### config.mk
export PLATFORM = sky130hd
export DESIGN_NAME = arbiter_fsm
export DESIGN_NICKNAME = d
export VERILOG_FILES = /design/src/rtl/arbiter_pkg.sv /design/src/rtl/arb_prio_pick.sv /design/src/rtl/arbiter_fsm.sv
export SDC_FILE = /design/constraint.sdc
export NUM_CORES = 1
export LEC_CHECK = 0
export ABC_AREA = 1
export CAP_MARGIN = 40
export CORE_AREA = 4 4 41 43
export DETAILED_ROUTE_END_ITERATION = 7
export DIE_AREA = 0 0 45 47
export DONT_BUFFER_PORTS = 1
export GPL_TIMING_DRIVEN = 0
export PLACE_DENSITY = 0.54
export SYNTH_ARGS = -nofsm -noshare
export SYNTH_HDL_FRONTEND = slang
export SYNTH_HIERARCHICAL = 1
export SYNTH_SLANG_ARGS = --single-unit
### constraint.sdc
create_clock -name clk -period 1.7 [get_ports clk]
set_input_delay 0.17 -clock clk [delete_from_list [all_inputs] [get_ports clk]]
set_output_delay 0.17 -clock clk [all_outputs]
set_load 0.03 [all_outputs]
### src/rtl/arbiter_pkg.sv
// ---------------------------------------------------------------------------
// arbiter_pkg
// Shared types and constants for the three-requester grant arbiter.
//   state_t : FSM state encoding (IDLE / G1 / G2 / G3). Gk also serves as the
//             requester number k, so G3 doubles as the "last granted = 3"
//             pointer value.
//   NUM_REQ : number of requesters.
// ---------------------------------------------------------------------------
package arbiter_pkg;

    localparam int NUM_REQ = 3;

    typedef enum logic [1:0] {
        IDLE = 2'b00,
        G1   = 2'b01,
        G2   = 2'b10,
        G3   = 2'b11
    } state_t;

endpackage

### src/rtl/arb_prio_pick.sv
// ---------------------------------------------------------------------------
// arb_prio_pick
// Combinational priority pick for the arbiter FSM.
//   req  : request vector, bit 0 = requester 1
//   excl : requesters that must not be picked (bit 0 = requester 1)
//   ptr  : last-granted requester (G1..G3); the search starts at the
//          requester after it, wrapping 3 -> 1. ptr = G3 gives the fixed
//          order 1 > 2 > 3.
//   pick : grant state for the winning requester, IDLE if none qualifies
// ---------------------------------------------------------------------------
module arb_prio_pick
    import arbiter_pkg::*;
(
    input  logic [NUM_REQ-1:0] req,
    input  logic [NUM_REQ-1:0] excl,
    input  state_t             ptr,
    output state_t             pick
);

    logic [NUM_REQ-1:0] masked;
    logic [1:0]         order_idx [NUM_REQ];   // requester index tried at rank gi
    logic [NUM_REQ-1:0] order_hit;

    assign masked = req & ~excl;

    // Rank 0 is the requester right after ptr: with ptr holding requester k
    // (value k), index k (zero-based) is requester k+1.
    for (genvar gi = 0; gi < NUM_REQ; gi++) begin : g_order
        assign order_idx[gi] = 2'((int'(ptr) + gi) % NUM_REQ);
        assign order_hit[gi] = masked[order_idx[gi]];
    end

    // Scan from lowest rank upward so the best-ranked hit is written last.
    always_comb begin
        pick = IDLE;
        for (int i = NUM_REQ - 1; i >= 0; i--) begin
            if (order_hit[i]) begin
                pick = state_t'(order_idx[i] + 2'd1);
            end
        end
    end

endmodule

### src/rtl/arbiter_fsm.sv
// ---------------------------------------------------------------------------
// arbiter_fsm
// Three-requester Moore grant arbiter. A granted requester keeps the grant
// while it holds its request; with MAX_HOLD != 0 it is forced to hand over
// after MAX_HOLD consecutive grant cycles if someone else is waiting.
//
// Parameters:
//   MAX_HOLD : max consecutive grant cycles while another request is pending
//              (0 = unlimited). Must be < 2**HOLD_W.
//   HOLD_W   : hold counter width.
// Ports:
//   clk      : clock, rising edge
//   rstn     : synchronous reset, active HIGH (name kept for compatibility)
//   r1..r3   : request lines (level sensitive)
//   a1..a3   : registered one-hot grants
// Build option:
//   ARB_ROUND_ROBIN_EN : when defined, priority rotates starting after the
//   last granted requester; otherwise fixed priority r1 > r2 > r3.
// ---------------------------------------------------------------------------
module arbiter_fsm
    import arbiter_pkg::*;
#(
    parameter int MAX_HOLD = 0,
    parameter int HOLD_W   = 8
) (
    input  logic clk,
    input  logic rstn,
    input  logic r1,
    input  logic r2,
    input  logic r3,
    output logic a1,
    output logic a2,
    output logic a3
);

    state_t             state;
    state_t             state_next;
    state_t             pick;
    state_t             ptr;
    logic [HOLD_W-1:0]  hold_cnt_reg;
    logic [HOLD_W-1:0]  hold_cnt_next;
    logic [NUM_REQ-1:0] req;
    logic [NUM_REQ-1:0] own_mask;
    logic               own_req;
    logic               others_req;
    logic               hold_expired;

    assign req = {r3, r2, r1};

    for (genvar gi = 0; gi < NUM_REQ; gi++) begin : g_own
        assign own_mask[gi] = (state == state_t'(2'(gi + 1)));
    end

    assign own_req    = |(req & own_mask);
    assign others_req = |(req & ~own_mask);

    // hold_cnt_reg counts grant cycles already completed by the current
    // holder, so the current cycle is number hold_cnt_reg + 1.
    assign hold_expired = (MAX_HOLD != 0) && ((int'(hold_cnt_reg) + 1) >= MAX_HOLD);

    // The current holder is always excluded. When it has released, its bit
    // is 0 anyway, so the same pick serves both release and expiry.
    arb_prio_pick u_pick (
        .req  (req),
        .excl (own_mask),
        .ptr  (ptr),
        .pick (pick)
    );

`ifdef ARB_ROUND_ROBIN_EN
    state_t ptr_reg;

    always_ff @(posedge clk) begin
        if (rstn) begin
            ptr_reg <= G3;
        end else if (state_next != IDLE) begin
            ptr_reg <= state_next;
        end
    end

    assign ptr = ptr_reg;
`else
    assign ptr = G3;
`endif

    always_comb begin
        state_next    = state;
        hold_cnt_next = '0;
        if (state == IDLE) begin
            state_next = pick;
        end else if (own_req) begin
            if (hold_expired && others_req) begin
                state_next = pick;
            end else begin
                hold_cnt_next = (hold_cnt_reg == '1) ? hold_cnt_reg : hold_cnt_reg + 1'b1;
            end
        end else begin
            state_next = pick;
        end
    end

    // Grants are registered from the next-state value, so they always equal
    // the decode of the current state with no input-to-output path.
    always_ff @(posedge clk) begin
        if (rstn) begin
            state        <= IDLE;
            hold_cnt_reg <= '0;
            a1           <= 1'b0;
            a2           <= 1'b0;
            a3           <= 1'b0;
        end else begin
            state        <= state_next;
            hold_cnt_reg <= hold_cnt_next;
            a1           <= (state_next == G1);
            a2           <= (state_next == G2);
            a3           <= (state_next == G3);
        end
    end

endmodule

Word level (Yosys, flattened, before mapping)

Cells that the tools add are included.

Bits in registers: 5
Bits of input ports: 5
Output and inout port bits: 3
Word-level logic and storage cells: 20

Eq/ne operators: 6
Muxes and demuxes: 5
Bitwise gates (word level): 3
Reduce and logical (&&, ||, !) cells: 2

Operator list:

| kind                                           | number |
|---|---|
| two-way mux 2 bit                              | 5 |
| == test 2 bit (second input constant)          | 4 |
| bitwise AND 3 bit                              | 2 |
| == test 2 x 1 -> 1 bit (second input constant) | 2 |
| inverter 3 bit                                 | 1 |
| OR reduction 3 bit                             | 1 |
| zero test 2 bit                                | 1 |

Longest topological paths before layout

Gate-level depths: netlist of the first run.

Depth after elaboration: 9
Mapped depth: 15
Depth with buffers taken out: 15

Modules after synthesis

Netlist of the first run, hierarchy kept.

Modules (own cells, without submodules):

| module        | times used | cells an instance | area each (µm²) | seq. area each (µm²) |
|---|---|---|---|---|
| arbiter_fsm   | 1          | 32                | 226.5           | 100.1 |
| arb_prio_pick | 1          | 42                | 219.0           | 0.0 |

Worst setup path before layout of the first run

OpenSTA, ideal clock, no wires.

Path type: reg-to-reg
Start: reg state[0]
End: reg a2
Setup time: 0.064 ns
Data arrival time: 1.335 ns
Required time: 1.636 ns
Slack: 0.301 ns
Stages on the path, launching flop included: 15
Buffers on the path: 0
Period minus slack after synthesis: 1.399 ns
Cell sequence: dfxtp_1 inv_2 nor2_1 inv_2 nand2_1 nor2_1 nor2_2 inv_1 nand2_1 nor2_1 a21oi_2 nand4_1 nand2_1 nand2_1 nor2_1

Elaborated cells between the ends (all ways): 14
Classes of those cells: eq/ne (4); mux (5); bitwise (3); reduce/logical (2)

RTL lines:

| what                     | line                | RTL |
|---|---|---|
| start: declaration       | arbiter_fsm.sv:36   | `state_t state;` |
| start signal: assignment | arbiter_fsm.sv:112  | `state <= state_next;` |
| == test 2 x 1 -> 1 bit * | arbiter_fsm.sv:51   | `assign own_mask[gi] = (state == state_t'(2'(gi + 1)));` |
| via own_mask[0]          | arbiter_fsm.sv:43   | `logic [NUM_REQ-1:0] own_mask;` |
| inverter 3 bit *         | arb_prio_pick.sv:24 | `assign masked = req & ~excl;` |
| bitwise AND 3 bit *      | arb_prio_pick.sv:24 |  |
| two-way mux 2 bit *      | arb_prio_pick.sv:37 | `if (order_hit[i]) begin` |
| via pick[1]              | arbiter_fsm.sv:38   | `state_t pick;` |
| two-way mux 2 bit        | arbiter_fsm.sv:91   | `end else if (own_req) begin` |
| two-way mux 2 bit *      | arbiter_fsm.sv:89   | `if (state == IDLE) begin` |
| == test 2 bit *          | arbiter_fsm.sv:115  | `a2 <= (state_next == G2);` |
| end signal: assignment   | arbiter_fsm.sv:115  |  |
| end: declaration         | arbiter_fsm.sv:32   | `output logic a2,` |

Mark *: on every way through the listed nets, which the timed path passes. The rest lies on a longest branch.
A chain may end at the register's enable or synchronous reset.

Worst setup path in the final report of the first run

Ends and elaborated chain as after synthesis.

==> qor.csv, run 1 <==
metric,value,unit
largest area contributor in the netlist,dfxtp_1,
Clock Latency Late Sink,0.23,ns
Core Footprint,1300,um^2
Hold Path Class,input port to flip-flop,
Final ANT Viol Nets,0,
die area,2120,um^2
maxcap violations,0,
Max Root-Sink Buffers,2,
area added between synthesis and finish,14.0,%
Worst Setup EP,a2,
fill count,151,
crit-path max FO,6,
"Seq/Total Area, Yosys",0.225,
internal power,0.289,mW
routed vias,411,
Fmax achieved,0.676,GHz
number of H-tree levels,1,
ys async rst share,0,
vias in the first global route,350,
R2R setup slack,0.22,ns
worst r2r path cells,14,
Seq pwr share,0.387,
WL final,796,um
Net Switching,0.188,mW
DRC,0,
Final Hold Viols,0,
Setup-failing EPs final,0,
clk_skew,0.000644,ns
die height,47,um
pins over their slew limit,0,
# rows,13,
Crit. path cell count,14,
setup TNS,0,ns
post-layout min period,1.48,ns
synth unique cells,14,
Max rail drop VDD,0.000559,V
clk slew on worst S/H paths,0.04,ns
CP peak stage delay,0.38,ns
largest net degree at the start of global routing,7,
most frequent cells after synthesis,"nand2_1 (17), inv_1 (12), inv_2 (7), nand3_1 (7), nor2_1 (7)",
"slowest stage cell, crit path",dfxtp_2,
Critical R2R Launch,state[0],
DRT Pass-1 Iters,4,
clock sink count,5,
Arrival @ worst endpoint,1.65,ns
worst path buffer plus inverter count,3,
"CP delay by family, top",simple AND/OR/NAND/NOR gates,
Starting Density,0.342,
Clock power frac,0.277,
Die X,45,um
detailed-route vias per instance,4.24,
ranking of synthesized cells by area,"dfxtp_1 (22%), nand2_1 (14%), inv_1 (10%), nand3_2 (9.0%), ha_1 (8.4%)",
Pleak,0.309,nW
layout cells sized above 1,0.268,
most frequent cell after synthesis,nand2_1,
Netlist Area Pre-Place,445,um^2
"EDFF count, synth",0,
final worst slack,0.221,ns
most used flip-flop cell after synthesis,dfxtp_1,
CTS root buf,clkbuf_4,
Crit. End Element,flip-flop,
wire length per cell,8.21,um
CP Launch Point,state[0],
Post-CTS Setup Bufs,0,
Sw Ratio,0.394,
Synth Register Bits,5,
# IOs,8,
Logic pwr share,0.336,
Synth top area share,0.225,
CP Data Required Time,1.88,ns
ANT cells,0,
crit path kind,flip-flop to flip-flop,
cts repair resizes,0,
CTS tree,done,
Num CTS Buffers,3,
DP HPWL,657,um
Setup WS pre-CTS,0.154,ns
Post-Synthesis Cells,74,
global-route usage over all layers,0.0902,
DRT iter0 DRCs,10,
initial antenna violation count,0,
CP cell instances,inv_2 -> nor2_1 -> inv_2 -> nand2_1 -> nor2_1 -> nor2_2 -> inv_1 -> nand2_1 -> nor2_1 -> a21oi_2 -> nand4_1 -> nand2_1 -> nand2_1 -> nor2_1,
status,"finished, final reports clean",
FF-to-FF End,a2,
IO Port Bufs,0,
RSZ-0062 raised after global routing,false,
CP Launch Type,flip-flop,
period utilization,0.870,
Power Density,939,nW/um^2
GPL Wtd Cong,0.854,
Final Net Count,91,
"Avg Cell Area, Syn",6.02,um^2
global route overflow,0,
"Hold-fix buffers, CTS",0,
first-pass GRT wire length,1.35,mm
YS warnings,6,
-- tightest hold or removal path, cell delays in order --
cell,delay [ns]
inv_1,0.03
nand2_1,0.07
inv_1,0.04
-- logic make-up (layout without fill, tap and decap cells) --
family	Yosys count	count (layout)	share of synthesized area
compound gates	4	4	0.0534
simple gates	42	42	0.469
flops	5	5	0.225
other cells	1	5	0.00842
fa+ha+maj	3	3	0.0843
buf+inv	19	23	0.160
-- power groups by stage --
stage                     Clock (mW)  Combinational [mW]  Sequential [mW]
after floorplan                    0               0.139            0.181
after global placement             0               0.156            0.185
after detailed placement           0               0.157            0.185
after CTS                      0.142               0.158            0.183
after global routing           0.154               0.187            0.188
final                          0.132               0.160            0.184
-- sequential cells by signal, summed over array words and instances, names as in the netlist --
| signal | count |
|---|---|
| state | 2 |
| a1 | 1 |
| a2 | 1 |
| a3 | 1 |
-- worst min-delay path by stage --
stage / start / end / slack (ns) / cells after the start
finish: rstn / state[1] / 0.12 / 3
global route: rstn / state[0] / 0.12 / 3
CTS: rstn / state[1] / 0.12 / 3
detailed placement: rstn / state[1] / 0.37 / 3
global placement: rstn / state[0] / 0.37 / 3
floorplan: rstn / state[0] / 0.35 / 3
-- per-layer routing --
metal	track usage	part of all wire	wire, um	up-vias
li1	-	-	-	235
met1	0.112	0.49	391	169
met2	0.130	0.44	349	7
met3	0.0613	0.068	54	0
met4	0.0175	0	0	0
met5	0	0	0	-
-- layout by cell type (no fill, tap or decap) --
cell type / Yosys / final
nand3_2: 4 / 4
nand2_2: 4 / 4
inv_1: 12 / 12
clkbuf_4: 0 / 3
nand3_1: 7 / 7
nor2_2: 1 / 1
clkbuf_1: 0 / 1
inv_2: 7 / 7
conb_1: 1 / 5
a21oi_2: 1 / 1
o21ai_1: 3 / 3
dfxtp_2: 0 / 2
nand2_1: 17 / 17
ha_1: 3 / 3
nor2_1: 7 / 7
nand4_1: 2 / 2
dfxtp_1: 5 / 3
-- through the flow --
| stage | area [um^2] | hold WS [ns] | std cells | util | total power [mW] |
|---|---|---|---|---|---|
| 3_5_place_dp | 479 | 0.372 | 93 | 0.368 | 0.341 |
| 5_1_grt | 508 | 0.123 | 97 | 0.390 | 0.529 |
| 3_3_place_gp | 479 | 0.369 | 93 | 0.368 | 0.341 |
| 4_1_cts | 505 | 0.116 | 97 | 0.388 | 0.482 |
| 6_report | 508 | 0.118 | 97 | 0.390 | 0.477 |
| 2_1_floorplan | 460 | 0.354 | 78 | - | 0.320 |
-- cell type report --
type	count	area, um^2	share of cell area
clock buffer	4	26.3	0.0517
inverter	19	71.3	0.140
multi-input combinational	54	289	0.569
sequential	5	103	0.202
tap	15	18.8	0.0369
Note: power is estimated with default switching activity, not from simulation.
==> run 2: changes to the inputs <==
==> constraint.sdc (replaced) <==
create_clock -name clk -period 1.4 [get_ports clk]
set_input_delay 0.14 -clock clk [delete_from_list [all_inputs] [get_ports clk]]
set_output_delay 0.14 -clock clk [all_outputs]
set_load 0.03 [all_outputs]
==> qor.csv, run 2 (synthesized netlist as in run 1, its figures left out) <==
metric,value,unit,change
# rows,13,,unchanged
Final Hold Viols,0,,unchanged
DRT iter0 DRCs,9,,was 10
Die X,45,um,unchanged
CP Data Required Time,1.58,ns,was 1.88 ns
crit-path max FO,6,,unchanged
DRC,0,,unchanged
most frequent cells in the layout,"nand2_1 (14), inv_1 (10), inv_2 (8)",,"was nand2_1 (17), inv_1 (12), nor2_1 (7), inv_2 (7), nand3_1 (7)"
detailed-route vias per instance,4.44,,was 4.24
ANT cells,0,,unchanged
Final ANT Viol Nets,0,,unchanged
IO Port Bufs,0,,unchanged
Crit. End Element,flip-flop,,unchanged
Pleak,0.324,nW,was 0.309 nW
first-pass GRT wire length,1.44,mm,was 1.35 mm
DRT Pass-1 Iters,4,,unchanged
"Hold-fix buffers, CTS",0,,unchanged
min-delay src,rstn,,unchanged
CTS root buf,clkbuf_4,,unchanged
wire length per cell,8.68,um,was 8.21 um
Setup-failing EPs final,2,,was 0
largest net degree at the start of global routing,7,,unchanged
grt met2 use,0.147,,was 0.130
Num CTS Buffers,3,,unchanged
post-layout min period,1.44,ns,was 1.48 ns
CP Launch Point,state[0],,unchanged
met1 Use GR,0.112,,unchanged
max reg flops,2,,unchanged
global route overflow,0,,unchanged
Power Density,1130,nW/um^2,was 939 nW/um^2
Core Footprint,1300,um^2,unchanged
met3 Track Usage GR,0.0613,,unchanged
status,finished with violations,,"was finished, final reports clean"
"commonest non-fill, non-tap cell in the layout",nand2_1,,unchanged
crit path kind,flip-flop to flip-flop,,unchanged
number of H-tree levels,1,,unchanged
fill count,145,,was 151
Max Root-Sink Buffers,2,,unchanged
GPL Wtd Cong,0.854,,unchanged
Biggest register,state,,unchanged
CP Launch Type,flip-flop,,unchanged
clk slew on worst S/H paths,0.04,ns,about the same
GRT Max-Usage Layer,met2,,unchanged
# IOs,8,,unchanged
dpl cells,93,,unchanged
Arrival @ worst endpoint,1.62,ns,was 1.65 ns
routed vias,444,,was 411
DP HPWL,657,um,unchanged
initial antenna violation count,0,,unchanged
CTS tree,done,,unchanged
Fmax achieved,0.695,GHz,was 0.676 GHz
clk_skew,0.0000448,ns,was 0.000644 ns
Clock Latency Late Sink,0.24,ns,was 0.23 ns
clock sink count,5,,unchanged
vias in the first global route,380,,was 350
layout cells sized above 1,0.400,,was 0.268
die area,2120,um^2,unchanged
maxcap violations,0,,unchanged
Hold Path Class,input port to flip-flop,,unchanged
pins over their slew limit,0,,unchanged
global-route usage over all layers,0.0949,,was 0.0902
Critical R2R Launch,state[0],,unchanged
period utilization,1.03,,was 0.870
Design Power,0.641,mW,was 0.477 mW
Final Net Count,94,,was 91
RSZ-0062 raised after global routing,true,,was false
Max rail drop VDD,0.000730,V,was 0.000559 V
Hold WS,0.0765,ns,was 0.118 ns
WL final,868,um,was 796 um
die height,47,um,unchanged
Starting Density,0.342,,unchanged
failing checks,negative setup slack,,
fin cells,100,,was 97
area added between synthesis and finish,27.0,%,was 14.0%
final worst slack,-0.0379,ns,was 0.221 ns
==> run 2: cell count changes in the layout (fill, tap and decap cells not counted), moves of 2 or more <==
cell     change
nand2_2      +3
buf_4        +3
nand2_1      -3
nand3_1      -2
nor2_1       -2
dfxtp_4      +2
inv_1        -2
nand3_2      +2
dfxtp_2      -2
==> run 2: worst paths after layout <==
kind	depth (start not counted)	slack (ns)	endpoint
worst max register to register	14	-0.04	a2
worst min-delay path	3	0.08	state[1]
worst min register to register	3	0.62	a2
worst max-delay path	14	-0.04	a2
==> run 2: repair_timing <==
item / 4_1_cts / 5_1_grt
gates cloned: 0 / 0
gates resized for setup: 9 / 6
endpoints found under the hold margin: 0 / 0
endpoints found under the setup margin: 5 / 5
pin swaps: 9 / 8
buffers inserted: 2 / 1
==> run 2: area by class of cell <==
class	count	area (um^2)	share of cell area
multi-input combinational	54	317	0.560
sequential	5	108	0.190
inverter	19	73.8	0.131
clock buffer	4	26.3	0.0465
timing repair buffer	3	22.5	0.0398
tap	15	18.8	0.0332
==> run 2: worst max-delay path: stages, from the launching register on <==
cell and delay (ns):
dfxtp_4 0.39, inv_4 0.05, nor2_4 0.09, inv_2 0.04
nand2_1 0.05, nor2_1 0.04, nor2_2 0.11, inv_1 0.06
nand2_1 0.07, nor2_1 0.05, a21oi_2 0.09, nand4_1 0.10
nand2_2 0.10, nand2_2 0.06, nor2_1 0.07
==> run 2: through the flow <==
step / setup WS (ns) / utilization / area, um^2 / TNS, ns
after floorplan: 0.00100 / - / 460 / 0
after global placement: -0.160 / 0.368 / 479 / -0.566
after detailed placement: -0.146 / 0.368 / 479 / -0.505
after CTS: -0.0357 / 0.417 / 543 / -0.0357
after global routing: -0.160 / 0.435 / 566 / -0.620
final: -0.0379 / 0.435 / 566 / -0.0701
==> run 2: metal layers <==
| layer | vias to the layer above | share of wire |
|---|---|---|
| met1 | 193 | 0.45 |
| li1 | 241 | - |
| met4 | 0 | 0 |
| met3 | 0 | 0.073 |
| met5 | - | 0 |
| met2 | 10 | 0.48 |
==> run 2: report_power, final <==
group / internal [mW] / switching (mW)
registers: 0.174 / 0.0559
logic: 0.102 / 0.146
clock network: 0.108 / 0.0559
total: 0.383 / 0.258
